File: config.mk
export PLATFORM = sky130hd
export DESIGN_NAME = nmi_arbiter_flat
export DESIGN_NICKNAME = d
export VERILOG_FILES = /design/src/rtl/nmi_arb_pkg.sv /design/src/rtl/nmi_if.sv /design/src/rtl/nmi_arb_wdt.sv /design/src/rtl/nmi_arbiter.sv /design/src/flat_wrapper.sv
export SDC_FILE = /design/constraint.sdc
export NUM_CORES = 1
export LEC_CHECK = 0
export CORE_AREA = 4 4 119 121
export CTS_BUF_LIST = sky130_fd_sc_hd__clkbuf_8
export DETAILED_ROUTE_END_ITERATION = 10
export DIE_AREA = 0 0 123 125
export SYNTH_ARGS = -nofsm -noshare
export SYNTH_HDL_FRONTEND = slang
export SYNTH_SLANG_ARGS = --single-unit
export TNS_END_PERCENT = 5
File: constraint.sdc
create_clock -name clk_i -period 1.8 [get_ports clk_i]
set_clock_uncertainty 0.15 [all_clocks]
set_input_delay 0.36 -clock clk_i [delete_from_list [all_inputs] [get_ports clk_i]]
set_output_delay 0.36 -clock clk_i [all_outputs]
set_load 0.01 [all_outputs]
File: src/rtl/nmi_arb_pkg.sv
// -----------------------------------------------------------------------------
// nmi_arb_pkg
// Shared definitions for the two-master NMI arbiter:
//   - nmi_arb_state_e        : arbiter FSM state encoding (IDLE / BUSY)
//   - NMI_ARB_TIMEOUT_RDATA  : default read data returned on a watchdog abort
// -----------------------------------------------------------------------------
package nmi_arb_pkg;

  typedef enum logic {
    NMI_ARB_IDLE = 1'b0,
    NMI_ARB_BUSY = 1'b1
  } nmi_arb_state_e;

  localparam logic [31:0] NMI_ARB_TIMEOUT_RDATA = 32'hDEAD_BEEF;

endpackage

File: src/rtl/nmi_if.sv
// -----------------------------------------------------------------------------
// nmi_if
// Native memory interface bundle.
//   valid, addr[31:0], wdata[31:0], wstrb[3:0] : request, master -> slave
//   rdata[31:0], ready                         : response, slave -> master
// Modports:
//   master : drives the request, receives the response
//   slave  : receives the request, drives the response
// -----------------------------------------------------------------------------
interface nmi_if;

  logic        valid;
  logic [31:0] addr;
  logic [31:0] wdata;
  logic [3:0]  wstrb;
  logic [31:0] rdata;
  logic        ready;

  modport master (
    output valid, addr, wdata, wstrb,
    input  rdata, ready
  );

  modport slave (
    input  valid, addr, wdata, wstrb,
    output rdata, ready
  );

endinterface

File: src/rtl/nmi_arb_wdt.sv
// -----------------------------------------------------------------------------
// nmi_arb_wdt
// Watchdog for the NMI arbiter. Only instantiated when NMI_ARB_WDT_EN is
// defined.
// Ports:
//   clk_i    in  system clock
//   rst_n_i  in  asynchronous active-low reset
//   en_i     in  arbiter is forwarding a transaction (BUSY, not aborting)
//   ready_i  in  downstream ready
//   tc_o     out terminal count reached this cycle without ready
// The counter is held at zero outside BUSY, so it is clear on entering BUSY.
// -----------------------------------------------------------------------------
module nmi_arb_wdt #(
  parameter int unsigned TIMEOUT_CYC = 1023
) (
  input  logic clk_i,
  input  logic rst_n_i,
  input  logic en_i,
  input  logic ready_i,
  output logic tc_o
);

  localparam logic [15:0] LAST_CNT = 16'(TIMEOUT_CYC - 1);

  logic [15:0] cnt_q;

  always_ff @(posedge clk_i or negedge rst_n_i) begin
    if (!rst_n_i) begin
      cnt_q <= '0;
    end else if (!en_i) begin
      cnt_q <= '0;
    end else if (!ready_i) begin
      cnt_q <= cnt_q + 16'd1;
    end
  end

  // A ready arriving on the terminal cycle suppresses the abort.
  assign tc_o = en_i && !ready_i && (cnt_q == LAST_CNT);

endmodule

File: src/rtl/nmi_arbiter.sv
// -----------------------------------------------------------------------------
// nmi_arbiter
// Round-robin arbiter sharing one downstream NMI port between two masters.
// The grant is locked for a whole transaction; only the granted master's
// request is forwarded, and ready/rdata are returned only to that master.
// Optional watchdog (macro NMI_ARB_WDT_EN) aborts transactions the slave never
// acknowledges, answering the master with TIMEOUT_RDATA.
// Ports:
//   clk_i      in   system clock
//   rst_n_i    in   asynchronous active-low reset
//   m0_nmi     slave modport, master 0 (CPU core)
//   m1_nmi     slave modport, master 1 (DMA / debug)
//   s_nmi      master modport, downstream to the bus decoder
//   arb_gnt_o  out  one-hot grant, 2'b00 when idle
//   timeout_o  out  one-cycle pulse on watchdog abort (0 without watchdog)
// -----------------------------------------------------------------------------
module nmi_arbiter
  import nmi_arb_pkg::*;
#(
  parameter int unsigned TIMEOUT_CYC   = 1023,
  parameter logic [31:0] TIMEOUT_RDATA = NMI_ARB_TIMEOUT_RDATA
) (
  input  logic       clk_i,
  input  logic       rst_n_i,
  nmi_if.slave       m0_nmi,
  nmi_if.slave       m1_nmi,
  nmi_if.master      s_nmi,
  output logic [1:0] arb_gnt_o,
  output logic       timeout_o
);

  nmi_arb_state_e state_q;
  logic           gnt_q;       // 0 = m0, 1 = m1
  logic           last_gnt_q;
  logic [1:0]     arb_gnt_q;
  logic           abort_q;     // watchdog abort response cycle

  logic        busy;
  logic        fwd;
  logic        sel_valid;
  logic        s_valid;
  logic        win;
  logic        done;
  logic        grant_ready;
  logic [31:0] grant_rdata;
  logic        wdt_tc;

  assign busy      = (state_q == NMI_ARB_BUSY);
  assign sel_valid = gnt_q ? m1_nmi.valid : m0_nmi.valid;
  // During the abort cycle the request is withdrawn from the slave.
  assign fwd       = busy && !abort_q;
  assign s_valid   = fwd && sel_valid;

  // Tie goes to the master that was not served last.
  assign win = (m0_nmi.valid && m1_nmi.valid) ? ~last_gnt_q : m1_nmi.valid;

  // Transaction ends on handshake, abort, or the master dropping valid.
  assign done = busy && (abort_q || !sel_valid || s_nmi.ready);

`ifdef NMI_ARB_WDT_EN
  nmi_arb_wdt #(
    .TIMEOUT_CYC (TIMEOUT_CYC)
  ) u_wdt (
    .clk_i   (clk_i),
    .rst_n_i (rst_n_i),
    .en_i    (s_valid),
    .ready_i (s_nmi.ready),
    .tc_o    (wdt_tc)
  );
`else
  logic [15:0] unused_timeout_cyc;
  assign unused_timeout_cyc = 16'(TIMEOUT_CYC);
  assign wdt_tc  = 1'b0;
  assign abort_q = 1'b0;
`endif

  always_ff @(posedge clk_i or negedge rst_n_i) begin
    if (!rst_n_i) begin
      state_q    <= NMI_ARB_IDLE;
      gnt_q      <= 1'b0;
      last_gnt_q <= 1'b1;
      arb_gnt_q  <= 2'b00;
`ifdef NMI_ARB_WDT_EN
      abort_q    <= 1'b0;
`endif
    end else begin
      case (state_q)
        NMI_ARB_IDLE: begin
          if (m0_nmi.valid || m1_nmi.valid) begin
            state_q   <= NMI_ARB_BUSY;
            gnt_q     <= win;
            arb_gnt_q <= win ? 2'b10 : 2'b01;
          end
        end
        NMI_ARB_BUSY: begin
          if (done) begin
            state_q    <= NMI_ARB_IDLE;
            last_gnt_q <= gnt_q;
            arb_gnt_q  <= 2'b00;
          end
`ifdef NMI_ARB_WDT_EN
          abort_q <= !done && wdt_tc;
`endif
        end
        default: begin
          state_q   <= NMI_ARB_IDLE;
          arb_gnt_q <= 2'b00;
        end
      endcase
    end
  end

  // Downstream request: zero payload whenever nothing is forwarded.
  assign s_nmi.valid = s_valid;
  assign s_nmi.addr  = fwd ? (gnt_q ? m1_nmi.addr  : m0_nmi.addr)  : 32'h0;
  assign s_nmi.wdata = fwd ? (gnt_q ? m1_nmi.wdata : m0_nmi.wdata) : 32'h0;
  assign s_nmi.wstrb = fwd ? (gnt_q ? m1_nmi.wstrb : m0_nmi.wstrb) : 4'h0;

  // Response to the granted master only; ready needs a live request.
  assign grant_ready = abort_q || (s_valid && s_nmi.ready);
  assign grant_rdata = abort_q ? TIMEOUT_RDATA : s_nmi.rdata;

  assign m0_nmi.ready = busy && !gnt_q && grant_ready;
  assign m0_nmi.rdata = (busy && !gnt_q) ? grant_rdata : 32'h0;
  assign m1_nmi.ready = busy && gnt_q && grant_ready;
  assign m1_nmi.rdata = (busy && gnt_q) ? grant_rdata : 32'h0;

  assign arb_gnt_o = arb_gnt_q;
  assign timeout_o = abort_q;

endmodule

File: src/flat_wrapper.sv
// flat-port wrapper written by rule: the top's interface ports become plain ports
module nmi_arbiter_flat import nmi_arb_pkg::*;
#(
  parameter int unsigned TIMEOUT_CYC   = 1023,
  parameter logic [31:0] TIMEOUT_RDATA = NMI_ARB_TIMEOUT_RDATA
)
  (clk_i, rst_n_i, arb_gnt_o, timeout_o, m0_nmi_valid, m0_nmi_addr, m0_nmi_wdata, m0_nmi_wstrb, m0_nmi_rdata, m0_nmi_ready, m1_nmi_valid, m1_nmi_addr, m1_nmi_wdata, m1_nmi_wstrb, m1_nmi_rdata, m1_nmi_ready, s_nmi_valid, s_nmi_addr, s_nmi_wdata, s_nmi_wstrb, s_nmi_rdata, s_nmi_ready);
  nmi_if m0_nmi_i ();
  nmi_if m1_nmi_i ();
  nmi_if s_nmi_i ();
  input  logic clk_i;
  input  logic rst_n_i;
  output logic [1:0] arb_gnt_o;
  output logic timeout_o;
  input wire logic [$bits(m0_nmi_i.valid)-1:0] m0_nmi_valid;
  input wire logic [$bits(m0_nmi_i.addr)-1:0] m0_nmi_addr;
  input wire logic [$bits(m0_nmi_i.wdata)-1:0] m0_nmi_wdata;
  input wire logic [$bits(m0_nmi_i.wstrb)-1:0] m0_nmi_wstrb;
  output wire logic [$bits(m0_nmi_i.rdata)-1:0] m0_nmi_rdata;
  output wire logic [$bits(m0_nmi_i.ready)-1:0] m0_nmi_ready;
  input wire logic [$bits(m1_nmi_i.valid)-1:0] m1_nmi_valid;
  input wire logic [$bits(m1_nmi_i.addr)-1:0] m1_nmi_addr;
  input wire logic [$bits(m1_nmi_i.wdata)-1:0] m1_nmi_wdata;
  input wire logic [$bits(m1_nmi_i.wstrb)-1:0] m1_nmi_wstrb;
  output wire logic [$bits(m1_nmi_i.rdata)-1:0] m1_nmi_rdata;
  output wire logic [$bits(m1_nmi_i.ready)-1:0] m1_nmi_ready;
  output wire logic [$bits(s_nmi_i.valid)-1:0] s_nmi_valid;
  output wire logic [$bits(s_nmi_i.addr)-1:0] s_nmi_addr;
  output wire logic [$bits(s_nmi_i.wdata)-1:0] s_nmi_wdata;
  output wire logic [$bits(s_nmi_i.wstrb)-1:0] s_nmi_wstrb;
  input wire logic [$bits(s_nmi_i.rdata)-1:0] s_nmi_rdata;
  input wire logic [$bits(s_nmi_i.ready)-1:0] s_nmi_ready;
  assign m0_nmi_i.valid = m0_nmi_valid;
  assign m0_nmi_i.addr = m0_nmi_addr;
  assign m0_nmi_i.wdata = m0_nmi_wdata;
  assign m0_nmi_i.wstrb = m0_nmi_wstrb;
  assign m0_nmi_rdata = m0_nmi_i.rdata;
  assign m0_nmi_ready = m0_nmi_i.ready;
  assign m1_nmi_i.valid = m1_nmi_valid;
  assign m1_nmi_i.addr = m1_nmi_addr;
  assign m1_nmi_i.wdata = m1_nmi_wdata;
  assign m1_nmi_i.wstrb = m1_nmi_wstrb;
  assign m1_nmi_rdata = m1_nmi_i.rdata;
  assign m1_nmi_ready = m1_nmi_i.ready;
  assign s_nmi_valid = s_nmi_i.valid;
  assign s_nmi_addr = s_nmi_i.addr;
  assign s_nmi_wdata = s_nmi_i.wdata;
  assign s_nmi_wstrb = s_nmi_i.wstrb;
  assign s_nmi_i.rdata = s_nmi_rdata;
  assign s_nmi_i.ready = s_nmi_ready;
  nmi_arbiter #(.TIMEOUT_CYC(TIMEOUT_CYC), .TIMEOUT_RDATA(TIMEOUT_RDATA)) u_core (.clk_i(clk_i), .rst_n_i(rst_n_i), .m0_nmi(m0_nmi_i), .m1_nmi(m1_nmi_i), .s_nmi(s_nmi_i), .arb_gnt_o(arb_gnt_o), .timeout_o(timeout_o));
endmodule
# Word level (Yosys, flattened, before mapping)
# Index checks and enable logic that the tools add are counted.
# totals
ff_bits	5
wordCells	40
# op_classes
reduce_logical	15
n_bitwise	2
mux	17
eq_ne	2
# ops
op	count
two-way mux 32 bit	6
logical AND 1 bit	8
two-way mux 4 bit	2
two-way mux 2 bit	3
AND reduction 2 bit	3
two-way mux 1 bit	4
one-hot mux 2 bit (2 select lines)	1
zero test 1 bit	2
logical OR 1 bit	2
!= test 2 x 1 -> 1 bit (second input constant)	1
!= test 2 bit (second input constant)	1
inverter 1 bit	2
one-hot mux 1 bit (2 select lines)	1

# Longest topological paths before layout
# Gate-level depths: netlist of the first run.
# logic_depth
depth_word	6
mapped_depth	5

# Worst setup path before layout of the first run
# Ideal clock, no wire load.
# synth_path
path_kind	reg2out
from	register u_core.gnt_q
to	output m0_nmi_ready
path_slack_ns	0.148
required_ns	1.290
stages_incl_launch_ff	5
arrival_ns	1.142
path_buffers	1
path_cell_list	dfrtp_1 > buf_4 > mux2i_2 > nor2b_1 > and3b_1
# synth_between
elab_chain_cells	4
elab_cells_between_ends	6
cone_classes	mux (1); reduce/logical (5)
# synth_lines
item	line	rtl
start, declared	nmi_arbiter.sv:33	logic gnt_q;
start signal, assigned	nmi_arbiter.sv:91	gnt_q <= win;
two-way mux 1 bit	nmi_arbiter.sv:49	assign sel_valid = gnt_q ? m1_nmi.valid : m0_nmi.valid;
logical AND 1 bit	nmi_arbiter.sv:52	assign s_valid = fwd && sel_valid;
net s_nmi_valid	flat_wrapper.sv:27	output wire logic [$bits(s_nmi_i.valid)-1:0] s_nmi_valid;
logical AND 1 bit	nmi_arbiter.sv:120	assign grant_ready = abort_q || (s_valid && s_nmi.ready);
logical AND 1 bit	nmi_arbiter.sv:123	assign m0_nmi.ready = busy && !gnt_q && grant_ready;
end, declared	flat_wrapper.sv:20	output wire logic [$bits(m0_nmi_i.ready)-1:0] m0_nmi_ready;
# The timed path passes the listed nets, and every way through them passes these cells.

# Final worst setup path of the first run
# layout_path
from	register u_core.gnt_q
to	output m0_nmi_rdata[5]
# layout_between
elab_chain_cells	3
# layout_lines
item	line	rtl
zero test 1 bit	nmi_arbiter.sv:124	assign m0_nmi.rdata = (busy && !gnt_q) ? grant_rdata : 32'h0;
logical AND 1 bit	nmi_arbiter.sv:124	
two-way mux 32 bit	nmi_arbiter.sv:124	
end, declared	flat_wrapper.sv:19	output wire logic [$bits(m0_nmi_i.rdata)-1:0] m0_nmi_rdata;
# No other way between the ends.

==> results of run 1 <==
==> worst paths after layout <==
path                                           from             endpoint  slack (ps)  cells past startpoint
worst max-delay path                   u_core.gnt_q      m0_nmi_rdata[5]        -210                      6
worst min-delay path                        rst_n_i  u_core.arb_gnt_o[0]         220                      1
max in group asynchronous                   rst_n_i    u_core.last_gnt_q        1020                      1
worst max register to register         u_core.gnt_q  u_core.arb_gnt_o[1]         300                      5
min in group clk_i              u_core.arb_gnt_o[0]  u_core.arb_gnt_o[0]         360                      1
worst min register to register  u_core.arb_gnt_o[0]  u_core.arb_gnt_o[0]         360                      1
==> power groups by stage <==
| stage | Combinational (mW) | Sequential (mW) | Clock [mW] |
|---|---|---|---|
| finish | 4.63 | 0.220 | 0.200 |
| global route | 4.97 | 0.227 | 0.211 |
| CTS | 4.52 | 0.220 | 0.206 |
| detailed placement | 4.55 | 0.269 | 0 |
| global placement | 4.54 | 0.269 | 0 |
| floorplan | 2.26 | 0.191 | 0 |
==> metrics by stage <==
step / cell area (µm²) / hold slack [ps] / total power, mW
3_5_place_dp: 5275 / 359.1 / 4.821
5_1_grt: 5105 / 241.8 / 5.413
4_1_cts: 4943 / 219.3 / 4.946
6_report: 5105 / 217.7 / 5.053
2_1_floorplan: 1952 / -85.59 / 2.449
3_3_place_gp: 5275 / 351.9 / 4.804
==> per-layer routing <==
layer | vias to the layer above | GRT usage, % | part of all wire [%]
li1 | 1485 | - | -
met2 | 142 | 26.50 | 53
met3 | 18 | 3.207 | 7.7
met5 | - | 0 | 0
met1 | 1358 | 15.85 | 37
met4 | 0 | 2.997 | 1.8
==> synthesized netlist by cell type, types with 2 or more instances <==
cell | instances | area [µm²]
buf_4 | 6 | 45.04
and3_1 | 33 | 206.5
clkbuf_1 | 13 | 48.80
o21ai_0 | 3 | 15.01
mux2i_1 | 68 | 680.7
a21o_1 | 2 | 15.01
buf_2 | 3 | 15.01
nor2b_1 | 70 | 437.9
and2_1 | 32 | 200.2
buf_6 | 3 | 33.78
dfrtp_1 | 4 | 100.1
clkbuf_2 | 3 | 15.01
nand2_1 | 4 | 15.01
==> state kept, by name, indices dropped and copies added (netlist names) <==
register           flops
u_core.busy            1
u_core.last_gnt_q      1
u_core.gnt_q           1
u_core.arb_gnt_o       2
==> repair_timing <==
item,4_1_cts,5_1_grt
pin swaps,5,15
cloned,4,1
gates resized for setup,548,58
endpoints found under the setup margin,135,135
setup buffers,5,3
==> cell families (layout without fill, tap and decap cells) <==
| logic type | after synthesis | after routing | share of synthesized area, % |
|---|---|---|---|
| buffers and inverters | 29 | 339 | 8.268 |
| AO/OA/AOI/OAI | 10 | 10 | 3.333 |
| flip-flops | 5 | 5 | 6.475 |
| AND/OR/NAND/NOR | 144 | 144 | 46.15 |
| other | 1 | 1 | 0.1921 |
| multiplexers | 69 | 69 | 35.58 |
==> area by class of cell <==
class	count	area share, %
multi-input cells	224	34.83
repair buffers	334	57.33
clock buffers	3	0.8088
inverters	1	0.07353
clock inverters	1	0.07353
flip-flops and latches	5	2.574
well taps	176	4.314
==> impl_metrics.py, run 1 <==
metrics = {
    "outcome": {
        "status": "complete, but fails checks",
        "violations": "setup timing",
    },
    "setup_path": {
        "crit_path_end_kind": "primary output",
        "crit_arrival_ps": 1500,
        "critPathBufInv": 4,
        "crit_path_frequent_cell": "buf_6",
        "cp_slowest_cell": "dfrtp_4",
        "critPathMaxStageDelay_ps": 480,
        "crit_chain": "buf_12 > nor2b_4 > buf_6 > clkbuf_16 > and2_4 > buf_6",
        "crit_required_ps": 1290,
        "crit_type": "reg -> out",
        "crit_family": "buffers and inverters",
        "startpoint_type": "register",
        "crit_path_max_fanout": 8,
    },
    "sta": {
        "setup_violations": 129,
        "slew_violations": 0,
        "hold_violations": 0,
        "finalCriticalPeriod_ps": 2008,
        "rsz0062_at_grt": "yes",
        "fin_ws_ps": -208.1,
        "timing.fmax_mhz": 498.0,
        "fin_crit_sh_pct": 111.6,
        "setup_tns_ps": -16480,
    },
    "cts": {
        "clkLatencyLatePin_ps": 220,
        "clock-root-buffer": "clkbuf_8",
        "htreeDepth": 1,
        "clock_sinks": 5,
        "cts_tree": "yes",
        "holdBufCountCts": 0,
        "numCtsBuffers": 3,
        "clkTransAtPathRegs_ps": 40,
        "clock_path_buffers": 2,
    },
    "final_layout": {
        "post-route-util_pct": 39.01,
        "layout.cells.most_common": "clkdlybuf4s50_1",
        "finalNetCount": 742,
        "seqCellArea_um2": 131.4,
        "insertedDiodeCount": 0,
        "multi_input_area_mm2": 0.001778,
        "drive_gt1_share_pct": 33.98,
        "num-fill-cells": 1363,
        "final_cells": 744,
        "syn_to_final_growth_pct": 161.5,
        "most-common-layout-cells": "clkdlybuf4s50_1, buf_2, nor2b_1",
    },
    "global_route": {
        "grt_pass1_wl_um": 17480,
        "grt_max_degree": 58,
        "grt_pass1_vias": 3104,
        "grt_overflow_total": 0,
        "antenna_found_initial": 0,
        "grt_usage_pct": 14.05,
    },
    "logic_synthesis": {
        "yosysWarnings": 0,
        "async_flop_share_pct": 100.0,
        "synth-seq-cells": 5,
        "ys_seq_area_share_pct": 6.474,
        "synth-edff-count": 0,
        "synth_area_mm2": 0.001952,
        "syn_inst": 258,
        "syn_nets": 431,
        "syn_area_per_cell_um2": 7.565,
        "dominantRegCellSynth": "dfrtp_1",
        "synth.distinct_cells": 27,
    },
    "detailed_routing": {
        "routedWlPerCell_um": 16.12,
        "drtPass1Iterations": 4,
        "drc_errors": 0,
        "wl_um": 12000,
        "viasPerCell": 4.036,
        "vias": 3003,
        "first_iter_violations": 126,
        "ant_nets": 0,
    },
    "floorplan": {
        "dieHeight_um": 125,
        "die-area_mm2": 0.01538,
        "pin_count": 311,
        "die_width_um": 123,
        "rows": 42,
        "start_util_pct": 14.92,
        "core_mm2": 0.01309,
    },
    "place": {
        "dp.cells": 730,
        "io_buffers": 309,
        "routabilityCongestion": 0.8474,
        "place_ws_ps": -535.3,
        "place_hpwl_um": 9587,
    },
    "power_and_ir_drop": {
        "max-vdd-ir-drop_mv": 0.4088,
        "swShare_pct": 43.15,
        "p_leak_nw": 2.530,
        "combPwrFrac_pct": 91.7,
        "p_clk_share_pct": 4.0,
        "seq_power_share_pct": 4.4,
        "intPower_mw": 2.873,
        "p_switching_mw": 2.180,
        "power.density_mw_per_mm2": 989.9,
    },
    "job": {
        "drv_cap": 0,
    },
    "hold_path": {
        "min_path_type": "in -> async",
    },
}
(Power assumes the default switching activity.)
==> inputs of run 2 (changes only) <==
--- a/config.mk
+++ b/config.mk
@@ -5,10 +5,12 @@
 export SDC_FILE = /design/constraint.sdc
 export NUM_CORES = 1
 export LEC_CHECK = 0
-export CORE_AREA = 4 4 119 121
+export ABC_AREA = 1
+export CORE_AREA = 4 4 120 122
 export CTS_BUF_LIST = sky130_fd_sc_hd__clkbuf_8
 export DETAILED_ROUTE_END_ITERATION = 10
-export DIE_AREA = 0 0 123 125
+export DIE_AREA = 0 0 124 126
+export GPL_ROUTABILITY_DRIVEN = 0
 export SYNTH_ARGS = -nofsm -noshare
 export SYNTH_HDL_FRONTEND = slang
 export SYNTH_SLANG_ARGS = --single-unit
==> run 2 against run 1 <==
The flow still finishes with violations (setup timing). Global-route usage grew 0.14 points. Via count up 17%. Utilization is 1.4 points lower. Clock-buffer cell count unchanged. Worst setup slack better by 100 ps. Non-clock buffer count rose by 15. Register-to-register slack worse by 410 ps. Design area shrank 2.9%. Sequential share of layout area about the same. Fmax up 5.3%. Synthesized cell count up 41%. Sequential power grew 17%. Largest power group unchanged.
==> impl_metrics.py, run 2 <==
metrics = {
    "place": {
        "io_buffers": 309,
        "place_hpwl_um": 9752,
        "dp.cells": 841,
        "place_ws_ps": -574.8,
        "dpl_cell_area_mm2": 0.005046,
    },
    "power_and_ir_drop": {
        "power_mw": 6.076,
        "p_leak_nw": 2.530,
        "intPower_mw": 2.905,
        "swShare_pct": 52.19,
        "seq_power_share_pct": 4.2,
        "p_switching_mw": 3.172,
        "combPwrFrac_pct": 92.5,
        "power.density_mw_per_mm2": 1225,
        "p_clk_share_pct": 3.2,
        "max-vdd-ir-drop_mv": 0.5428,
    },
    "sta": {
        "fin_crit_sh_pct": 106.0,
        "timing.fmax_mhz": 524.3,
        "finalCriticalPeriod_ps": 1907,
        "whs_ps": 214.9,
        "setup_violations": 113,
        "hold_violations": 0,
        "slew_violations": 0,
        "setup_tns_ps": -4857,
        "rsz0062_at_grt": "yes",
        "fin_ws_ps": -107.2,
    },
    "final_layout": {
        "largest_reg_flops": 2,
        "most-common-layout-cells": "clkdlybuf4s50_1, nand2_1, buf_2",
        "final_cells": 865,
        "insertedDiodeCount": 0,
        "drive_gt1_share_pct": 37.45,
        "layout.cells.most_common": "clkdlybuf4s50_1",
        "final_area_mm2": 0.004959,
        "post-route-util_pct": 37.59,
        "syn_to_final_growth_pct": 206.0,
        "finalNetCount": 863,
    },
    "detailed_routing": {
        "ant_nets": 0,
        "drc_errors": 0,
        "routedWlPerCell_um": 14.52,
        "first_iter_violations": 78,
        "vias": 3500,
        "drtPass1Iterations": 4,
        "wl_um": 12560,
        "viasPerCell": 4.046,
    },
    "setup_path": {
        "crit_path_max_fanout": 4,
        "crit_path_frequent_cell": "buf_4",
        "startpoint_type": "register",
        "crit_arrival_ps": 1860,
        "critPathMaxStageDelay_ps": 430,
        "crit_required_ps": 1750,
        "crit_path_end_kind": "register",
        "crit_chain": "buf_4 > nand2_2 > buf_4 > buf_4 > buf_4 > buf_4 > buf_4 > nand3_1 > nand2_2 > nand3_1 > nand2_1",
        "cp_slowest_cell": "dfrtp_2",
        "rr_worst_depth": 11,
        "crit_type": "reg -> reg",
    },
    "global_route": {
        "grt_max_degree": 39,
        "grt_pass1_vias": 3484,
        "grt_overflow_total": 0,
        "grt_pass1_wl_um": 17820,
        "antenna_found_initial": 0,
        "grt_usage_pct": 14.19,
    },
    "cts": {
        "htreeDepth": 1,
        "clock-root-buffer": "clkbuf_8",
        "clock_path_buffers": 2,
        "clkLatencyLatePin_ps": 220,
        "clock_sinks": 5,
        "numCtsBuffers": 3,
        "clkTransAtPathRegs_ps": 40,
        "cts_tree": "yes",
        "holdBufCountCts": 0,
    },
    "outcome": {
        "violations": "setup timing",
        "status": "complete, but fails checks",
    },
    "floorplan": {
        "die-area_mm2": 0.01562,
        "pin_count": 311,
        "core_mm2": 0.01319,
        "die_width_um": 124,
        "dieHeight_um": 126,
        "start_util_pct": 12.28,
        "rows": 42,
    },
    "logic_synthesis": {
        "syn_area_per_cell_um2": 4.439,
        "yosysTopAreaCell": "nand2_1",
        "synth-seq-cells": 5,
        "dominantRegCellSynth": "dfrtp_1",
        "syn_inst": 365,
        "synth_area_leaders": "nand2_1, a21oi_1, nor2_1, inv_1, dfrtp_1",
        "netlist_top_cells_count": "nand2_1, a21oi_1, nor2_1",
        "synth-edff-count": 0,
        "ys_seq_area_share_pct": 7.799,
        "synth.distinct_cells": 17,
        "synth_top_area_share_pct": 34.52,
        "yosysWarnings": 0,
        "synth_most_common_cell": "nand2_1",
        "synth_area_mm2": 0.001620,
        "syn_nets": 538,
        "async_flop_share_pct": 100.0,
    },
    "hold_path": {
        "min_path_type": "in -> async",
    },
    "job": {
        "drv_cap": 0,
    },
}
run 2: changes by cell type after synthesis, moves of 16 or more:
cell	previous run	this run
nor2b_1	70	0
nor2_1	1	66
mux2i_1	68	0
nand2_1	4	149
inv_1	1	36
and3_1	33	0
and2_1	32	0
buf_2	3	19
a21oi_1	1	69
run 2: logic make-up after synthesis:
family	synth area share [%]
other	0.2314
DFF	7.800
AOI/OAI and AO/OA	22.24
and+or+nand+nor	51.43
buffers and inverters	18.30
run 2: cell type report:
type	instances	area (µm²)
clock buffer	3	41.29
clock inverter	1	3.754
multi-input combinational	293	1461
fill	1411	8232
tap	176	220.2
timing repair buffer	349	2953
inverter	38	150.1
sequential	5	128.9
run 2: worst paths after layout:
| kind | end | startpoint | slack [ps] |
|---|---|---|---|
| min reg2reg | u_core.last_gnt_q | u_core.last_gnt_q | 320 |
| min in group clk_i | u_core.last_gnt_q | u_core.last_gnt_q | 320 |
| min | u_core.arb_gnt_o[1] | rst_n_i | 210 |
| max in group asynchronous | u_core.last_gnt_q | rst_n_i | 1030 |
| max reg2reg | u_core.arb_gnt_o[0] | u_core.gnt_q | -110 |
| max | u_core.arb_gnt_o[0] | u_core.gnt_q | -110 |
run 2: critical path: cells and delay by family (launching register included):
family / cells / cell delay, ps
simple gates: 5 / 420
flops: 1 / 430
buf+inv: 6 / 790
run 2: what timing repair did:
action / in CTS / in global routing
cloned: 4 / 1
pin swaps: 5 / 5
setup endpoints to repair: 135 / 135
setup buffers: 13 / 3
gates resized for setup: 576 / 66
run 2: metal layers:
metal / vias to the layer above / global-route usage (%) / part of all wire [%]
met5: - / 0 / 0
li1: 1755 / - / -
met1: 1527 / 14.93 / 35
met3: 18 / 3.767 / 11
met4: 0 / 3.093 / 1.7
met2: 200 / 27.59 / 52
run 2: power groups by stage:
stage                     registers [mW]  logic (mW)  clock network, mW
after floorplan                    0.213        2.30                  0
final                              0.257        5.62              0.196
after CTS                          0.254        5.37              0.203
after detailed placement           0.232        5.56                  0
after global routing               0.265        6.09              0.219
after global placement             0.228        5.55                  0
